## src/rtl/tcam_pkg.sv

```systemverilog
// tcam_pkg: op encodings, FSM state type and default geometry shared by tcam_master and its users
package tcam_pkg;
  localparam logic [1:0] OP_WRITE  = 2'b00;
  localparam logic [1:0] OP_SEARCH = 2'b01;
  localparam logic [1:0] OP_FILL   = 2'b10;
  localparam int DEF_DEPTH = 10;
  localparam int DEF_WIDTH = 17;
  typedef enum logic [2:0] {IDLE, WRITE, FILL, SEARCH, RESP} state_t;
endpackage

```

## src/rtl/tcam_master.sv

```systemverilog
// tcam_master: one-at-a-time command engine (cmd_* in, rsp_* out) driving a TCAM write/search port (tcam_* out, tcam_s*/tcam_found in)
module tcam_master
  import tcam_pkg::*;
#(
  parameter int DEPTH      = DEF_DEPTH,
  parameter int WIDTH      = DEF_WIDTH,
  parameter int AW         = 4,
  parameter int SEARCH_LAT = 1
) (
  input  logic             clk,
  input  logic             rst,
  input  logic             cmd_valid,
  output logic             cmd_ready,
  input  logic [1:0]       cmd_op,
  input  logic [AW-1:0]    cmd_addr,
  input  logic [WIDTH-1:0] cmd_data,
  output logic             rsp_valid,
  input  logic             rsp_ready,
  output logic             rsp_err,
  output logic             rsp_found,
  output logic [AW-1:0]    rsp_addr,
  output logic [WIDTH-1:0] rsp_data,
  output logic             tcam_we,
  output logic [AW-1:0]    tcam_waddr,
  output logic [WIDTH-1:0] tcam_data,
  output logic             tcam_search,
  input  logic [AW-1:0]    tcam_saddr,
  input  logic [WIDTH-1:0] tcam_sdata,
  input  logic             tcam_found
);
  state_t state;
  logic [15:0] cnt;
  always_ff @(posedge clk) begin
    if (rst) begin
      state       <= IDLE;
      cnt         <= '0;
      cmd_ready   <= 1'b1;
      rsp_valid   <= 1'b0;
      rsp_err     <= 1'b0;
      rsp_found   <= 1'b0;
      rsp_addr    <= '0;
      rsp_data    <= '0;
      tcam_we     <= 1'b0;
      tcam_waddr  <= '0;
      tcam_data   <= '0;
      tcam_search <= 1'b0;
    end else begin
      case (state)
        IDLE: if (cmd_valid) begin
          cmd_ready <= 1'b0;
          cnt       <= '0;
          tcam_data <= cmd_data;
          if (cmd_op == OP_WRITE && int'(cmd_addr) < DEPTH) begin
            state      <= WRITE;
            tcam_we    <= 1'b1;
            tcam_waddr <= cmd_addr;
          end else if (cmd_op == OP_SEARCH) begin
            state       <= SEARCH;
            tcam_search <= 1'b1;
          end else if (cmd_op == OP_FILL) begin
            state      <= FILL;
            tcam_we    <= 1'b1;
            tcam_waddr <= '0;
          end else begin
            state     <= RESP;
            rsp_valid <= 1'b1;
            rsp_err   <= 1'b1;
            rsp_found <= 1'b0;
            rsp_addr  <= cmd_addr;
            rsp_data  <= cmd_data;
          end
        end
        WRITE: begin
          state     <= RESP;
          tcam_we   <= 1'b0;
          rsp_valid <= 1'b1;
          rsp_err   <= 1'b0;
          rsp_found <= 1'b0;
          rsp_addr  <= tcam_waddr;
          rsp_data  <= tcam_data;
        end
        FILL: if (tcam_waddr == AW'(DEPTH - 1)) begin
          state     <= RESP;
          tcam_we   <= 1'b0;
          rsp_valid <= 1'b1;
          rsp_err   <= 1'b0;
          rsp_found <= 1'b0;
          rsp_addr  <= AW'(DEPTH - 1);
          rsp_data  <= tcam_data;
        end else begin
          tcam_waddr <= tcam_waddr + 1'b1;
        end
        // the key is held SEARCH_LAT+1 cycles so the TCAM result is valid on the last one
        SEARCH: if (cnt == 16'(SEARCH_LAT)) begin
          state       <= RESP;
          tcam_search <= 1'b0;
          rsp_valid   <= 1'b1;
          rsp_err     <= 1'b0;
          rsp_found   <= tcam_found;
          rsp_addr    <= tcam_found ? tcam_saddr : '0;
          rsp_data    <= tcam_found ? tcam_sdata : '0;
        end else begin
          cnt <= cnt + 16'd1;
        end
        RESP: if (rsp_ready) begin
          state     <= IDLE;
          rsp_valid <= 1'b0;
          cmd_ready <= 1'b1;
        end
        default: state <= IDLE;
      endcase
    end
  end
endmodule
```

## config.mk

```make
export PLATFORM = sky130hd
export DESIGN_NAME = tcam_master
export DESIGN_NICKNAME = d
export VERILOG_FILES = /design/src/rtl/tcam_pkg.sv /design/src/rtl/tcam_master.sv
export SDC_FILE = /design/constraint.sdc
export NUM_CORES = 1
export LEC_CHECK = 0
export CELL_PAD_IN_SITES_DETAIL_PLACEMENT = 1
export CELL_PAD_IN_SITES_GLOBAL_PLACEMENT = 2
export CORE_UTILIZATION = 29
export DETAILED_ROUTE_END_ITERATION = 12
export PLACE_DENSITY_LB_ADDON = 0.1
export SLEW_MARGIN = 20
export SYNTH_ARGS = -nofsm -noshare
export SYNTH_HDL_FRONTEND = slang
export SYNTH_SLANG_ARGS = --single-unit
```

## constraint.sdc

```tcl
create_clock -name clk -period 3.8 [get_ports clk]
set_input_delay 0.76 -clock clk [delete_from_list [all_inputs] [get_ports clk]]
set_output_delay 0.76 -clock clk [all_outputs]
set_load 0.02 [all_outputs]
```

==> key figures <==
Cells and area
  – Share of cells above drive strength 1: 0.07867
  – N_diodes: 0
  – Commonest cells after routing, fill and taps aside: 95 x clkdlybuf4s50_1, 67 x dfxtp_1, 55 x nand2_1, 55 x a21oi_1, 22 x nor2_1
  – Multi-input gate area: 0.001823 mm²
  – Final cell count without fillers: 623
  – Storage cell area: 0.001341 mm²
  – Most common cell after layout, fill and taps aside: clkdlybuf4s50_1
  – Layout fillers: 1313
  – Final Net Count: 536
  – Area Overhead vs Synth: 39.15%

CTS
  – Total CTS buffers: 9
  – TritonCTS clock tree: done
  – Root Buffer: clkbuf_16
  – Clk sinks: 67
  – # H-tree levels: 3
  – Clock transition at the registers of the reported paths: 60 ps
  – CTS max path bufs: 2
  – Skew-Pair Late Insertion Delay: 330 ps
  – Setup bufs post-CTS: 0
  – Post-CTS resize count: 0
  – Hold-fix buffers, CTS: 0

Die
  – Die ar.: 0.01196 mm²
  – IO Count: 97
  – Die Ht: 109.4 µm
  – Initial Util: 0.3031
  – Die X: 109.4 µm
  – Core Region: 0.01103 mm²
  – Row cnt: 38

STA
  – Endpoints failing setup: 0
  – Max Fclk: 358.5 MHz
  – Setup tns final: 0 ps
  – Worst Max-Slew Pin Slew: 1054 ps
  – Tcrit/Tclk final: 0.7341
  – RSZ-0062 raised after global routing: no
  – Min Tclk post-route: 2789 ps
  – Relative slew slack: 0.2971
  – Slew Viols, Final: 0
  – Endpoints failing hold: 0
  – Clock skew: 6.413 ps

Drt
  – Routed vias: 3353
  – WL final: 11.11 mm
  – Via density: 5.382
  – Post-route DRC: 0
  – Drt pass-1 iters: 5
  – Drt wl/cell: 17.84 µm
  – DRT iter0 DRCs: 177
  – Final ANT Viol Nets: 0

Power
  – Logic pwr share: 0.481
  – Power density over the cells: 787.9 mW/mm²
  – Power Internal: 2143 µW
  – Worst VDD drop: 0.0002823 V
  – Clock share of power: 0.226
  – P_sw: 1522 µW
  – Sequential power share: 0.292
  – Switching fraction of total power: 0.4153
  – Leak: 0.001646 µW

Job
  – MaxCap Viol Count: 0

Critical path
  – Crit Path Category: in2reg
  – Critical Path AT: 3030 ps
  – Worst Path Required: 4040 ps
  – Critical Path Sink Type: register
  – Critical path fanouts, max: 20
  – Max incr delay on CP: 550 ps
  – CP cell instances: clkdlybuf4s50_1 -> inv_1 -> ha_1 -> a2111o_1 -> nand2_1 -> nand2_1 -> o31ai_1
  – Slowest cell on crit path: nand2_1
  – Startpoint types: input port
  – Cell mode on critical path: nand2_1

Logic synthesis
  – Number of synthesized flops with an enable pin: 0
  – Synth Cell Area: 0.003343 mm²
  – Register bit total from synthesis: 67
  – Most used DFF post-synth: dfxtp_1
  – Synth async-reset ratio: 0
  – Sequential share of the synthesized area: 0.4012
  – Post-synth top area share: 0.4012
  – Netlist cell types: 58
  – Top cells by area, synth: dfxtp_1 40%, a21oi_1 8.2%, nand2_1 6.2%
  – Yosys warning count: 0
  – Synth area leader: dfxtp_1
  – Cells after Synth: 397
  – Average cell area after synthesis: 8.421 µm²
  – Syn Nets: 454

Placement
  – Port Buffer Count: 96
  – Final RePlAce weighted congestion: 0.7931
  – Placed cells: 608
  – HPWL Detailed: 7.697 mm

GRT
  – Gr ovfl total: 0
  – Initial antenna violation count: 0
  – Total GRT Usage: 0.1928
  – First-pass GRT wire length: 17.61 mm
  – Number of global-route vias before repair: 3406
  – Largest net degree at the start of global routing: 35

Run status
  – Outcome: finished clean

Min path
  – Worst hold-check path type: reg2reg
synthesized netlist by cell type, types with 2 or more instances:
library cell,n
dfxtp_1,67
a21oi_1,55
nand2_1,55
nor2_1,22
a211oi_1,17
a222oi_1,17
clkbuf_1,13
o21ai_0,11
nand3_1,10
buf_2,9
nand4_1,9
xor2_1,9
ha_1,8
inv_1,6
nor3_1,6
and3_1,5
buf_4,5
nand2b_1,5
o22ai_1,5
or3_1,5
and4_1,4
nor2b_1,4
o21ai_1,4
and2_1,3
or4_1,3
a21oi_2,2
buf_6,2
mux2i_1,2
nand3b_1,2
nor2_4,2
o21ai_2,2
o31ai_1,2
worst max-delay path, delay by kind of cell:
family                   cells  cell delay (ps)
adder cells (fa/ha/maj)      1              240
AO/OA/AOI/OAI                2              670
buffers and inverters        2              610
AND/OR/NAND/NOR              2              750
per-layer routing:
| metal | part of all wire | track usage | vias up |
|---|---|---|---|
| li1 | - | - | 1628 |
| met5 | 0 | 0 | - |
| met2 | 0.48 | 0.3235 | 82 |
| met1 | 0.45 | 0.2442 | 1632 |
| met4 | 0.012 | 0.06286 | 0 |
| met3 | 0.051 | 0.04327 | 11 |
path summary, 6_finish.rpt:
| path | from | end | slack [ps] | cells after the start |
|---|---|---|---|---|
| worst max register to register | state[2] | rsp_data[1] | 1150 | 4 |
| worst min register to register | rsp_valid | rsp_valid | 470 | 2 |
| worst max-delay path | cmd_op[0] | rsp_addr[1] | 1010 | 7 |
| worst min-delay path | rsp_valid | rsp_valid | 470 | 2 |
sequential cells by signal, indices dropped and copies added (netlist names), 3 cells and up:
signal and flops:
cnt 16, rsp_addr 4, rsp_data 17, state 3
tcam_waddr 4, tcam_data 17
power groups by stage:
stage / combinational [µW] / clock (µW) / sequential [µW]
final: 1760 / 830 / 1070
after global routing: 1920 / 886 / 1100
after CTS: 1790 / 852 / 1070
after detailed placement: 1780 / 0 / 1080
after global placement: 1760 / 0 / 1080
after floorplan: 955 / 0 / 1240
stage by stage:
stage               total power [µW]  utilization  worst slack (ps)  hold WS [ps]  area [µm²]
global route                    3906       0.4217             758.8         499.5        4652
detailed placement              2869       0.3952             674.5         461.4        4359
global placement                2833       0.3952             729.6         454.6        4359
floorplan                       2195            -              1632         443.3        3343
CTS                             3713       0.4217             993.9         469.0        4652
finish                          3665       0.4217              1011         466.0        4652
cells by family after synthesis:
kind of cell	synth area share
DFF	0.4012
xor gates and xnor gates	0.02358
adders and majority gates	0.02994
buffers and inverters	0.05501
muxes	0.005988
and+or+nand+nor	0.2249
AOI/OAI and AO/OA	0.2594
layout make-up:
cell class	instances	area share
timing repair buffer	101	0.2136
clock inverter	5	0.01157
multi-input combinational	293	0.3919
inverter	7	0.005648
clock buffer	10	0.05137
sequential	67	0.2883
tap	140	0.03765
(Power assumes the default switching activity.)
